### config.mk
export PLATFORM = sky130hd
export DESIGN_NAME = shift_add_multiplier
export DESIGN_NICKNAME = d
export VERILOG_FILES = /design/src/rtl/shift_add_multiplier.sv
export SDC_FILE = /design/constraint.sdc
export NUM_CORES = 1
export LEC_CHECK = 0
export ABC_AREA = 1
export BUFFER_PORTS_ARGS = -buffer_cell sky130_fd_sc_hd__buf_2
export CORE_MARGIN = 2
export CORE_UTILIZATION = 62
export DETAILED_ROUTE_END_ITERATION = 12
export PLACE_DENSITY = 0.85
export SYNTH_ARGS = -nofsm -noshare
export SYNTH_HDL_FRONTEND = slang
export SYNTH_SLANG_ARGS = --single-unit
### constraint.sdc
create_clock -name clk -period 4.9 [get_ports clk]
set_clock_uncertainty 0.2 [all_clocks]
set_input_delay 0.98 -clock clk [delete_from_list [all_inputs] [get_ports clk]]
set_output_delay 0.98 -clock clk [all_outputs]
set_load 0.005 [all_outputs]
### src/rtl/shift_add_multiplier.sv
// ---------------------------------------------------------------------------
// shift_add_multiplier
//
// Sequential shift-and-add multiplier computing Res = A * B + R, one
// multiplier bit per clock. It rebuilds a restoring divider's dividend from
// its quotient (A), divisor (B) and remainder (R), so it can run as the
// divider's reconstruction/check path behind that divider's output register.
//
// Ports:
//   clk    rising-edge clock
//   rst    asynchronous, active-high reset
//   start  request; sampled only in IDLE
//   A      multiplicand (quotient), WIDTH bits, captured on the accepting edge
//   B      multiplier (divisor), BWIDTH bits, captured on the accepting edge
//   R      addend (remainder), BWIDTH bits, captured on the accepting edge
//   busy   high while an operation is in RUN or DONE
//   done   one-cycle pulse; Res is valid from this cycle on
//   Res    product plus addend, WIDTH+BWIDTH bits, held until next completion
// ---------------------------------------------------------------------------
module shift_add_multiplier #(
    parameter int WIDTH  = 8,
    parameter int BWIDTH = 4
) (
    input  logic                     clk,
    input  logic                     rst,
    input  logic                     start,
    input  logic [WIDTH-1:0]         A,
    input  logic [BWIDTH-1:0]        B,
    input  logic [BWIDTH-1:0]        R,
    output logic                     busy,
    output logic                     done,
    output logic [WIDTH+BWIDTH-1:0]  Res
);

    localparam int RW = WIDTH + BWIDTH;
    localparam int CW = (BWIDTH > 1) ? $clog2(BWIDTH) : 1;

    typedef enum logic [1:0] {
        IDLE = 2'd0,
        RUN  = 2'd1,
        DONE = 2'd2
    } state_t;

    state_t          state;
    state_t          state_nxt;

    logic [RW-1:0]     acc;
    logic [RW-1:0]     a_sh;
    logic [BWIDTH-1:0] b_sh;
    logic [CW-1:0]     cnt;

    logic [RW-1:0]     acc_sum;
    logic              last_bit;

    // The accumulator never overflows: the largest result is
    // 2^RW - 2^WIDTH, so an RW-bit unsigned add is exact.
    assign acc_sum  = acc + (b_sh[0] ? a_sh : '0);
    assign last_bit = (cnt == CW'(BWIDTH - 1));

    // State register.
    // NOTE: sequential state uses non-blocking assignments so every register
    // samples pre-edge values; blocking here would create order-dependent races.
    always_ff @(posedge clk or posedge rst) begin
        if (rst) state <= IDLE;
        else     state <= state_nxt;
    end

    // Next-state logic.
    // NOTE: the default assignment before the case keeps this block purely
    // combinational; a missing branch would otherwise infer a latch.
    always_comb begin
        state_nxt = state;
        case (state)
            IDLE:    if (start)    state_nxt = RUN;
            RUN:     if (last_bit) state_nxt = DONE;
            DONE:                  state_nxt = IDLE;
            default:               state_nxt = IDLE;
        endcase
    end

    // Datapath. B=0 still runs all BWIDTH iterations; there is no early exit,
    // so latency is fixed regardless of operand values.
    // NOTE: every datapath register, including Res, is cleared by reset so an
    // aborted operation leaves no stale result visible.
    always_ff @(posedge clk or posedge rst) begin
        if (rst) begin
            acc  <= '0;
            a_sh <= '0;
            b_sh <= '0;
            cnt  <= '0;
            Res  <= '0;
        end else begin
            case (state)
                IDLE: begin
                    if (start) begin
                        acc  <= RW'(R);
                        a_sh <= RW'(A);
                        b_sh <= B;
                        cnt  <= '0;
                    end
                end
                RUN: begin
                    acc  <= acc_sum;
                    a_sh <= a_sh << 1;
                    b_sh <= b_sh >> 1;
                    cnt  <= cnt + 1'b1;
                    // Publish the sum including this edge's partial product.
                    if (last_bit) Res <= acc_sum;
                end
                default: ;
            endcase
        end
    end

    assign busy = (state != IDLE);
    assign done = (state == DONE);

endmodule

### Yosys cells after proc, flatten, opt, wreduce, memory -nomap -nowiden

Index checks and enable logic that the tools add are counted.

| word-level totals | value |
|---|---|
| bits in registers | 44 |
| word-level logic and storage cells | 31 |
| output and inout port bits | 14 |

| cells by class | value |
|---|---|
| reductions and logical operators | 6 |
| mux-type cells | 12 |
| equal/unequal tests | 5 |
| $add $sub $neg | 2 |

Operator list:

| kind | count |
|---|---|
| $pmux 12 s2 | 2 |
| $mux 12 | 3 |
| $add 12x12->12 | 1 |
| $pmux 2 s2 | 2 |
| $pmux 4 s2 | 1 |
| $mux 2 | 3 |
| $reduce_and 2->1 | 3 |
| $eq 2x2->1 const B | 2 |
| $mux 4 | 1 |
| $ne 2x2->1 const B | 2 |
| $reduce_bool 2->1 | 2 |
| $add 2x1->2 const B | 1 |
| $eq 2x1->1 const B | 1 |
| $logic_not 2->1 | 1 |

### Depth between registers and ports, before layout

Gate-level depths: netlist (run 1).

| logic depth | value |
|---|---|
| word-level depth | 3 |
| gate-level depth with buffers | 13 |

### Worst setup path after synthesis (run 1)

OpenSTA, ideal clock, no wires.

| path | value |
|---|---|
| path kind | reg-to-reg |
| from | register b_sh[0] |
| to | register Res[6] |
| arrival time | 1.743 ns |
| period minus slack after synthesis | 2.025 ns |
| buffers on the path | 1 |
| setup time | 0.083 ns |
| setup slack | 2.875 ns |
| data required time | 4.617 ns |
| stages on the path, launching flop included | 12 |
| cell sequence | dfrtp_1 -> clkbuf_1 -> nand2_1 -> inv_1 -> fa_1 -> nand3_1 -> nand3_1 -> nand2_1 -> nand2_1 -> nand2_1 -> nand3_1 -> o21ai_0 |

| on the way | value |
|---|---|
| word-level cells in the longest chain between the ends | 2 |

Ends and longest elaborated chain:

| element | line | source |
|---|---|---|
| from (decl) | 49 | `logic [BWIDTH-1:0] b_sh;` |
| from (signal assigned) | 105 | `b_sh <= b_sh >> 1;` |
| $mux 12 | 57 | `assign acc_sum = acc + (b_sh[0] ? a_sh : '0);` |
| $add 12x12->12 | 57 |  |
| to (signal assigned) | 108 | `if (last_bit) Res <= acc_sum;` |
| to (decl) | 32 | `output logic [WIDTH+BWIDTH-1:0] Res` |

No other way between the ends.
A chain may end at the register's enable or synchronous reset.

### Final worst setup path (run 1)

Same ends and word-level chain as after synthesis.

==> run summary, run 1 <==
The run finished with clean final reports. By instance count, the cell type seen most on the critical path is nand2_1. The tools report the residual DRC count as 0. Summing every instance area after synthesis gives 2500 µm².

After synthesis, the cell types taking the most area are dfrtp_1 44%, nand2_1 17%, inv_1 6.6%. For this design the static power due to leakage is 1.61 nW. For this design the top-level I/O count stands at 33. The die height was 67.6 µm.

Counting flops with a built-in enable in the synthesized netlist gives 0. The global-route wire length before repair is 9480 µm, and the wire length reported by the detailed router is 5410 µm. Max-cap violations in this run came to 0. The cell area power density works out to 715 nW/µm². The via count of the first global-routing pass is 2190, and the largest stage delay on the critical path is 0.53 ns.

The clock-pin transition on the worst setup and hold timing paths is 0.09 ns. Setup repair after global routing left no endpoint under its margin. The final layout contains 394 nets.

Reg-to-reg critical path startpoint: b_sh[0]. The number of buffers inserted to repair setup after CTS is 0, and the maximum vdd ir drop is 375 µV. The run gives 0 as the overall overflow remaining after global route.

Measured along the x axis, the die boundary spans 67.6 µm. The timing-limited maximum frequency was 0.426 GHz. The most common cell in the synthesized netlist is nand2_1. For the pin with the worst max-slew slack, the measured transition is 0.537 ns. Before antenna repair, the detailed router went through 4 iterations. The number of routed nets with antenna violations was 0. The starting density of the core is 0.635. The tools report the worst relative slew slack as 0.642. The top fanout value on the critical path works out to 13. Share of synthesized area occupied by flip-flops and latches: 0.440. The HPWL after detailed placement is 3800 µm. Of all cell types, the one taking the most synthesized area is dfrtp_1. The number of distinct standard cells referenced by the synthesized netlist is 28.

TritonCTS built the clock tree. The core region is 3940 µm². In this run the clock root is driven by a clkbuf_8. The global-route usage over all layers was 0.276; the initial antenna violation count was 0.

The number of design-rule violations left by the first detailed-router iteration was 132; the share of final-layout standard cells stronger than drive strength 1 was 0.138. The predominant post-synthesis flop cell is dfrtp_1. Once layout is done, the placed cells without fillers occupy 2800 µm².

The run gives 23 as the standard-cell row count. The number of antenna diodes was 0. In this run the worst hold path is classified as reg2reg. Counting every net in the synthesized netlist gives 362. The required time of the critical path was 4.93 ns. The most critical setup path has its startpoint at b_sh[0]. The clock period minus worst slack was 2.34 ns. The synthesis-to-layout area growth came out at 11.8%. Type of the setup path with the least slack: reg2reg. The worst setup path is captured at a flop.

By count the netlist is led by 112 x nand2_1, 44 x dfrtp_1, 44 x inv_1. Gates resized during post-CTS repair numbered 0. The die covers 4560 µm². Dividing the detail-routed via count by the number of cells gives 5.26. After detailed routing, the average wire length per cell comes to 13.1 µm.

The routed layout has 2174 vias. Buffers placed on the I/O ports in this run total 32. In this run the deepest clock path goes through 2 buffers. STA classifies the critical path startpoint as a flop. The portion of the clock cycle consumed by the worst path in the final layout is 0.479. The share of synthesized registers carrying an async set or reset is 1.00, and the largest net degree at the start of global routing is 45. Counting flops and latches in the post-synthesis netlist gives 44. A synthesized cell averages 7.59 µm².

The library cell contributing the largest single delay on the critical path was dfrtp_1. The tools report the placed standard-cell area as 2680 µm². The tools report the count of final setup violators as 0. The tools report the startpoint of the tightest hold check path as Res[10]. The tools report the total count of hold-check failures in the final report as 0. For the number of buffers added by the clock tree synthesis step, the log shows 5. The run gives 0.30 ns as the clock latency on the worst-skew pair.

In the final timing run, aggregate negative setup slack is 0 ns. The count of hold-fix buffers inserted at cts was 0. The critical path goes through nand2_1 > inv_1 > ha_1 > fa_1 > nand3_1 > nand3_1 > nand2_1 > nand2_1 > nand2_1 > nand3_1 > o21ai_0. The final count of pins violating max slew was 0; the number of sinks driven by the clock tree was 44.

The number of H-tree levels was 2; the area share of the largest cell type after synthesis was 0.440. The congestion estimate from routability-driven global placement came to 0.936. Data on the critical path arrives at its endpoint at 2.37 ns.

For this run, the number of Yosys warnings is 0. Synthesis produced a netlist whose cell count is 330.
[path summary, 6_finish.rpt]
check	to	slack, ns	cells past startpoint
max	Res[6]	2.56	11
min	Res[10]	0.28	2
max reg2reg	Res[6]	2.56	11
min reg2reg	Res[10]	0.28	2
max in group asynchronous	a_sh[5]	3.54	3
min in group asynchronous	a_sh[10]	0.58	3
[logic make-up (layout without fill, tap and decap cells)]
group | count (synthesis) | after routing | synth area share
buf+inv | 56 | 89 | 0.0969
simple gates | 165 | 165 | 0.275
compound gates | 49 | 49 | 0.110
flops | 44 | 44 | 0.440
xor+xnor | 3 | 3 | 0.0105
fa+ha+maj | 13 | 13 | 0.0679
[layer usage]
layer	up-vias	wire length [µm]	track usage
li1	1112	-	-
met1	1007	2480	0.342
met2	47	2660	0.480
met3	8	196	0.0533
met4	0	74	0.0944
met5	-	0	0
[layout make-up]
class                   instances  area (µm²)
well taps                      50        62.6
clock inverters                 1        30.0
fillers                       322        1140
repair buffers                 33         168
multi-input cells             230        1160
flip-flops and latches         44        1100
inverters                      48         183
clock buffers                   7        96.3
[cell usage in the layout, fill, tap and decap left out, types with 2 or more instances in the layout]
cell type / n
a21oi_1: 9
a21oi_2: 2
a22o_1: 2
buf_2: 32
clkbuf_8: 7
dfrtp_1: 44
ha_1: 12
inv_1: 43
inv_2: 3
nand2_1: 112
nand3_1: 22
nand4_1: 3
nor2_1: 24
o211ai_1: 2
o21ai_0: 16
o21ai_1: 12
o22ai_1: 4
xor2_1: 3
[stage by stage]
stage	utilization	hold slack [ns]	total power, mW	worst slack [ns]	cells
3_5_place_dp	0.679	0.261	1.69	2.59	405
6_report	0.711	0.276	2.00	2.56	413
3_3_place_gp	0.679	0.258	1.65	2.69	405
4_1_cts	0.711	0.283	2.01	2.54	413
2_1_floorplan	-	0.250	1.46	2.69	330
5_1_grt	0.711	0.301	2.21	2.27	413
[power by group]
group	internal [mW]	switching, mW
combinational	0.376	0.665
sequential	0.536	0.118
clock	0.180	0.128
[registers in the layout, indices dropped and copies added (netlist names)]
signal	count
acc	12
cnt	2
state	2
Res	12
b_sh	4
a_sh	12
[worst max-delay path: cells and delay by family (launching register included)]
kind | cells | cell delay (ns)
adder cells (fa/ha/maj) | 2 | 0.68
buffers and inverters | 1 | 0.05
AND/OR/NAND/NOR | 7 | 0.66
AO/OA/AOI/OAI | 1 | 0.16
flip-flops | 1 | 0.53
No activity file was read; power rests on OpenSTA's default activity.
==> inputs of run 2 (changes only) <==
--- a/config.mk
+++ b/config.mk
@@ -8,9 +8,9 @@
 export ABC_AREA = 1
 export BUFFER_PORTS_ARGS = -buffer_cell sky130_fd_sc_hd__buf_2
 export CORE_MARGIN = 2
-export CORE_UTILIZATION = 62
+export CORE_UTILIZATION = 52
 export DETAILED_ROUTE_END_ITERATION = 12
-export PLACE_DENSITY = 0.85
+export PLACE_DENSITY = 0.76
 export SYNTH_ARGS = -nofsm -noshare
 export SYNTH_HDL_FRONTEND = slang
 export SYNTH_SLANG_ARGS = --single-unit
==> constraint.sdc (replaced) <==
create_clock -name clk -period 2.1 [get_ports clk]
set_clock_uncertainty 0.2 [all_clocks]
set_input_delay 0.42 -clock clk [delete_from_list [all_inputs] [get_ports clk]]
set_output_delay 0.42 -clock clk [all_outputs]
set_load 0.005 [all_outputs]
==> run 2 against run 1 <==
- global-route usage is 5.6 points lower
- wire length grew 4.8%
- non-clock buffer count is 6 higher
- critical endpoint is now Res[8]
- largest cell class unchanged
==> run summary, run 2 (synthesized netlist as in run 1, its figures left out) <==
The first TritonRoute pass finished after 5 iterations. The HPWL after detailed placement is 3920 µm. For the worst setup path, the data required time is 2.08 ns. The first global-routing pass estimated 9260 µm of wire.

The gate family responsible for the most delay along the worst path was simple AND/OR/NAND/NOR gates. The signal on the critical path passes through nand2_1 > inv_1 > ha_2 > fa_2 > nand3_1 > nand3_2 > nand3_1 > nand3b_1 > nand3_1 > nand2_1. Deepest clock path buffer count: 2. Leaving out fill and tap cells, the most frequent cells in the layout are 107 x nand2_1, 44 x dfrtp_1, 42 x inv_1, 32 x buf_2, 19 x nor2_1. The number of sinks driven by the clock tree was 44. The placed standard-cell area is 2730 µm², and the clock-pin transition on the worst setup and hold timing paths is 0.08 ns.

The logs give 0.0482 ns for the worst slack on hold paths and 0 for the number of buffers inserted to repair setup after CTS. The worst hold path belongs to the class in2async. The sequential group share of total power was 0.301. The residual DRC count was 0; the data arrival at the endpoint of the critical path was 1.94 ns.

The synthesis-to-layout area growth is 20.5%, and the largest net degree at the start of global routing is 45. The standard-cell row count was 25. Along the worst path, the maximum fanout reaches 4. The multi-input combinational cells in the finished layout cover a total of 1350 µm². The cell sitting at the root of the clock tree is a clkbuf_8. Leaving out fill and tap cells, the most frequent cell in the layout is nand2_1. The run gives 0.221 as the global-route usage over all layers. The number of buffer and inverter stages on the critical path came out at 1. The tools report the final net count as 400. At the pin with the least slew margin, the transition time is 0.534 ns. The repair_antennas step left the layout with diodes totalling 0. The clock latency on the worst-skew pair is 0.29 ns.

The starting density of the core is 0.534, and the count of final setup violators is 0. The internal portion of the total power is 2.79 mW. Buffers placed on the I/O ports in this run total 32. For this block, the via count after detailed routing is 2225. The run finished with clean final reports.

The average wire per cell in the routed design is 13.4 µm, and the initial antenna violation count is 0. The total overflow left after global routing is 0. The sequential cells in the finished layout cover a total of 1100 µm². For the filler cell count in the final layout, the log shows 414. For the total of max-cap violations, the log shows 0.

The routed design could run at a clock period as short as 1.97 ns. The wire length reported by the detailed router was 5660 µm. For this block, the initial DRC count from the detailed router was 172.

After routing the design area is 3020 µm². The floorplan step set the die height to 73.4 µm. At the placement stage, the worst setup path has a slack of 0.00768 ns. Routability-driven placement finished with a final weighted congestion of 0.900. The die covers 5390 µm². The switching power as a share of total power was 0.452. The largest single stage delay on the critical path is 0.40 ns. The tools report the via count of the first global-routing pass as 2121.

The portion of the clock cycle consumed by the worst path in the final layout works out to 0.936. For this design the static power due to leakage is 1.63 nW. The maximum vdd ir drop came out at 1260 µV. The cell seen most often among critical-path stages was nand3_1. The run gives 0.134 ns as the worst-case setup margin in the final layout.

In the final layout, the registers with the most flip-flops are Res x12, a_sh x12, acc x12. Once detail routing completed, the nets flagged for antenna violations numbered 0. The count of pins on the block boundary is 33, and the number of vias per cell is 5.26. Net switching power: 2.31 mW. STA classifies the critical path startpoint as a flop. The logs give 0.122 for the fraction of power consumed by the clock network and 5.10 mW for the total chip power. The final total negative setup slack is 0 ns, and the share of final-layout standard cells stronger than drive strength 1 is 0.230. For the final count of pins violating max slew, the log shows 0. The timing-limited maximum frequency is 0.509 GHz. Buffers inserted during clock tree synthesis total 5. The number of H-tree levels was 2; the cell area power density was 1690 nW/µm². The worst relative slew slack was 0.644. For the core footprint, the log shows 4690 µm². The worst setup path is of the reg2reg kind. The die extent in x works out to 73.4 µm.

The worst setup path is captured at a flop. The combinational cell fraction of total power came out at 0.576. The library cell contributing the largest single delay on the critical path was dfrtp_1. The tools report the total count of hold-check failures in the final report as 0. TritonCTS built the clock tree.
## run 2: per-layer routing
metal	vias up	global-route usage	part of all wire
met4	0	0.0727	0.013
met3	6	0.0535	0.047
li1	1121	-	-
met2	70	0.359	0.48
met5	-	0	0
met1	1028	0.291	0.46
## run 2: power by group through the flow
stage	clock, mW	combinational [mW]	sequential (mW)
floorplan	0	1.94	1.47
global placement	0	2.44	1.50
detailed placement	0	2.52	1.51
CTS	0.638	2.53	1.50
global route	0.678	3.30	1.59
finish	0.624	2.94	1.54
## run 2: per-stage QoR
| stage | std cells | util |
|---|---|---|
| finish | 423 | 0.643 |
| global route | 423 | 0.643 |
| CTS | 423 | 0.605 |
| detailed placement | 415 | 0.581 |
| global placement | 415 | 0.581 |
| floorplan | 330 | - |
## run 2: layout make-up
cell class              count  area share
repair buffers             39      0.0705
multi-input cells         230       0.446
well taps                  54      0.0224
inverters                  48      0.0605
clock buffers               6      0.0240
clock inverters             2      0.0116
flip-flops and latches     44       0.365
## run 2: worst register-to-register path: cells and delay by family (launching register included)
family	cells	cell delay (ns)
buffers and inverters	1	0.04
and+or+nand+nor	7	0.68
DFF	1	0.40
adders and majority gates	2	0.54
## run 2: repair_timing
| action | CTS | global route |
|---|---|---|
| hold buffers | 0 | 0 |
| pin swaps | 0 | 3 |
| gates resized for setup | 1 | 33 |
| endpoints found under the setup margin | 4 | 15 |
## run 2: path summary, 6_finish.rpt
kind	slack, ns	endpoint	cells after the start	from
min	0.05	a_sh[10]	3	rst
min in group clk	0.14	b_sh[3]	3	B[3]
min reg2reg	0.28	Res[6]	2	Res[6]
max in group asynchronous	1.29	Res[6]	3	rst
max	0.13	Res[8]	10	a_sh[0]
max reg2reg	0.13	Res[8]	10	a_sh[0]
==> inputs of run 3 (changes only) <==
--- a/config.mk
+++ b/config.mk
@@ -11,6 +11,7 @@
 export CORE_UTILIZATION = 52
 export DETAILED_ROUTE_END_ITERATION = 12
 export PLACE_DENSITY = 0.76
+export SETUP_SLACK_MARGIN = 0.4
 export SYNTH_ARGS = -nofsm -noshare
 export SYNTH_HDL_FRONTEND = slang
 export SYNTH_SLANG_ARGS = --single-unit
==> run 3 against run 2 <==
- maximum frequency down 1.1%
- critical path type unchanged
- combinational power up 17%
- global-route usage up 3.3 points
==> run summary, run 3 (synthesized netlist as in run 1, its figures left out) <==
Via count of the first global-routing pass: 2269. After layout, the minimum clock period comes to 1.99 ns. Timing would allow up to 0.503 GHz. The slowest stage of the critical path belongs to the cell dfrtp_1. Walking the worst path, the cells encountered are buf_6 > nand2_1 > inv_1 > ha_4 > nand2_2 > nand2_2 > nand2_1 > nand2_2 > inv_1 > nand2_1 > xor2_1 > nand2_1 > nand2_1. The floorplan step set the die width to 73.4 µm. TritonCTS built the clock tree.

Global-route usage over all layers: 0.254. The starting density of the core is 0.534. The H-tree generated during clock tree synthesis spans 2 levels. The routability congestion estimate came out at 0.892.

The switching power as a share of total power is 0.471, and the die height is 73.4 µm. The run gives 33 as the count of pins on the block boundary. The tools report the wire length reported by the detailed router as 6200 µm. The run finished with clean final reports. Across the run, the number of max-cap violations was 0. In the final layout, the registers with the most flip-flops are Res x12, a_sh x12, acc x12. STA classifies the critical path startpoint as a flop. The number of antenna diodes came out at 0. At the worst endpoint, the required time is 2.15 ns. The data arrival at the endpoint of the critical path was 2.04 ns; the number of search-and-repair iterations in the first detailed-routing pass was 5. By startpoint and endpoint, the worst setup path is classified as reg2reg.

Compared with the post-synthesis result, the final layout area differs by 28.3%. In this run the power spent charging and discharging nets is 2.62 mW. The logs give 0 for the initial antenna violation count and 409 for the final net count.

Most frequent standard cell in the layout excluding fill and tap cells: nand2_1. After the flow finishes, the layout carries non-filler instances totaling 432. Dividing the detail-routed wire length by the instance count gives 14.4 µm.

For this design, the sink count on the clock tree is 44. The deepest clock path buffer count is 2. In this run the tool buffered the top-level ports with 32 buffer cells. The kind of capture point of the worst setup path is a flop. The portion of the clock cycle consumed by the worst path in the final layout was 0.946. For this design, the CTS-stage hold fixing added 0 buffers. After clock tree synthesis, the clock-pin slew on the worst setup and hold paths is 0.09 ns. Final core utilization: 0.685.

Number of design-rule violations left by the first detailed-router iteration: 123. Setup repair after global routing could not meet its margin everywhere. Counting stages on the worst path, the most repeated cell is nand2_1. Of all nets on the critical path, the largest fanout is 6. Path type of the worst min-delay path: in2async.

The HPWL after detailed placement is 4200 µm. Fraction of power consumed by the clock network: 0.104. The worst-case IR drop observed on VDD is 930 µV. The final count of pins violating max slew was 0. The count of final setup violators is 0. The total chip power was 5.56 mW. After routing, the total negative slack on setup checks comes to 0 ns.

The transition at the pin with the smallest max-transition slack was 0.550 ns; the standard-cell row count was 25. The library cells used most frequently in the layout, excluding fill and tap cells, are 98 x nand2_1, 42 x dfrtp_1, 35 x inv_1, 32 x buf_2, 18 x nor2_1. The share of final-layout standard cells stronger than drive strength 1 was 0.323; the total via count in the routed design was 2247. The first global-routing pass estimated 10500 µm of wire. The number of vias per cell came out at 5.20. The internal power of the cells totals 2.94 mW.

The die area is 5390 µm². The logs give 45 for the largest net degree at the start of global routing and 0 for the overall overflow remaining after global route. The tools report the sequential group share of total power as 0.279.

Number of routed nets with antenna violations: 0. CTS placed an instance of clkbuf_8 at the clock tree root. The total count of hold-check failures in the final report came out at 0. For this design the static power due to leakage is 1.67 nW. Largest stage delay on the critical path: 0.42 ns. The tools report the combinational cell fraction of total power as 0.617.

After floorplanning, the core was sized to cover 4690 µm². After detailed routing, the number of remaining DRC violations is 0. The logs give 413 for the number of placed instances, taps included and 0.633 for the worst relative slew slack. The later pin in the worst-skew pair is clocked with a latency of 0.31 ns. Counting the buffers created by CTS gives 5. The cell area power density works out to 1730 nW/µm².
run 3: changes by cell type in the layout (fill, tap and decap cells not counted), moves of 5 or more:
cell and change:
nand2_1 -9, inv_1 -7, nand2_2 +7, buf_4 +5
inv_2 +5
run 3: layer usage:
metal,share of wire,global-route usage,up-vias
met5,0,0,-
met4,0.014,0.0869,0
met3,0.033,0.0466,8
met2,0.51,0.431,46
met1,0.44,0.327,1053
li1,-,-,1140
run 3: area by class of cell:
cell class	instances	area [µm²]
inverters	48	193
flip-flops and latches	44	1100
clock buffers	6	82.6
multi-input cells	231	1470
repair buffers	47	284
fillers	393	1480
well taps	54	67.6
clock inverters	2	15.0
run 3: power by group through the flow:
| stage | registers [mW] | logic (mW) | clock network [mW] |
|---|---|---|---|
| final | 1.55 | 3.43 | 0.577 |
| after global routing | 1.60 | 3.84 | 0.616 |
| after CTS | 1.55 | 3.11 | 0.583 |
| after detailed placement | 1.56 | 2.79 | 0 |
| after global placement | 1.55 | 2.70 | 0 |
| after floorplan | 1.51 | 2.16 | 0 |
run 3: worst max-delay path: cells and delay by family (launching register included):
family	cells	cell delay [ns]
flops	1	0.42
simple gates	8	0.54
buf+inv	3	0.25
fa+ha+maj	1	0.30
xor+xnor	1	0.21
run 3: metrics by stage:
stage,instance area [µm²],hold WS (ns),setup WS [ns]
5_1_grt,3210,0.0787,0.0155
3_3_place_gp,2850,0.258,0.104
4_1_cts,3100,0.0490,0.152
2_1_floorplan,2650,0.250,0.284
3_5_place_dp,2850,0.260,0.0829
6_report,3210,0.0342,0.112
run 3: path summary, 6_finish.rpt:
path                          from  endpoint  slack, ns  cells past startpoint
max                        b_sh[0]    acc[7]       0.11                     13
max in group asynchronous      rst  state[0]       1.27                      3
min                            rst    acc[0]       0.03                      3
min reg2reg                 Res[9]    Res[9]       0.28                      2
max reg2reg                b_sh[0]    acc[7]       0.11                     13
min in group clk              A[0]   a_sh[0]       0.13                      2
run 3: repair_timing:
action                                  CTS  global route
cloned                                    1             1
endpoints found under the setup margin   36            39
setup buffers                             7             2
gates resized for setup                  27            29
pin swaps                                14            16
hold endpoints to repair                  0             0
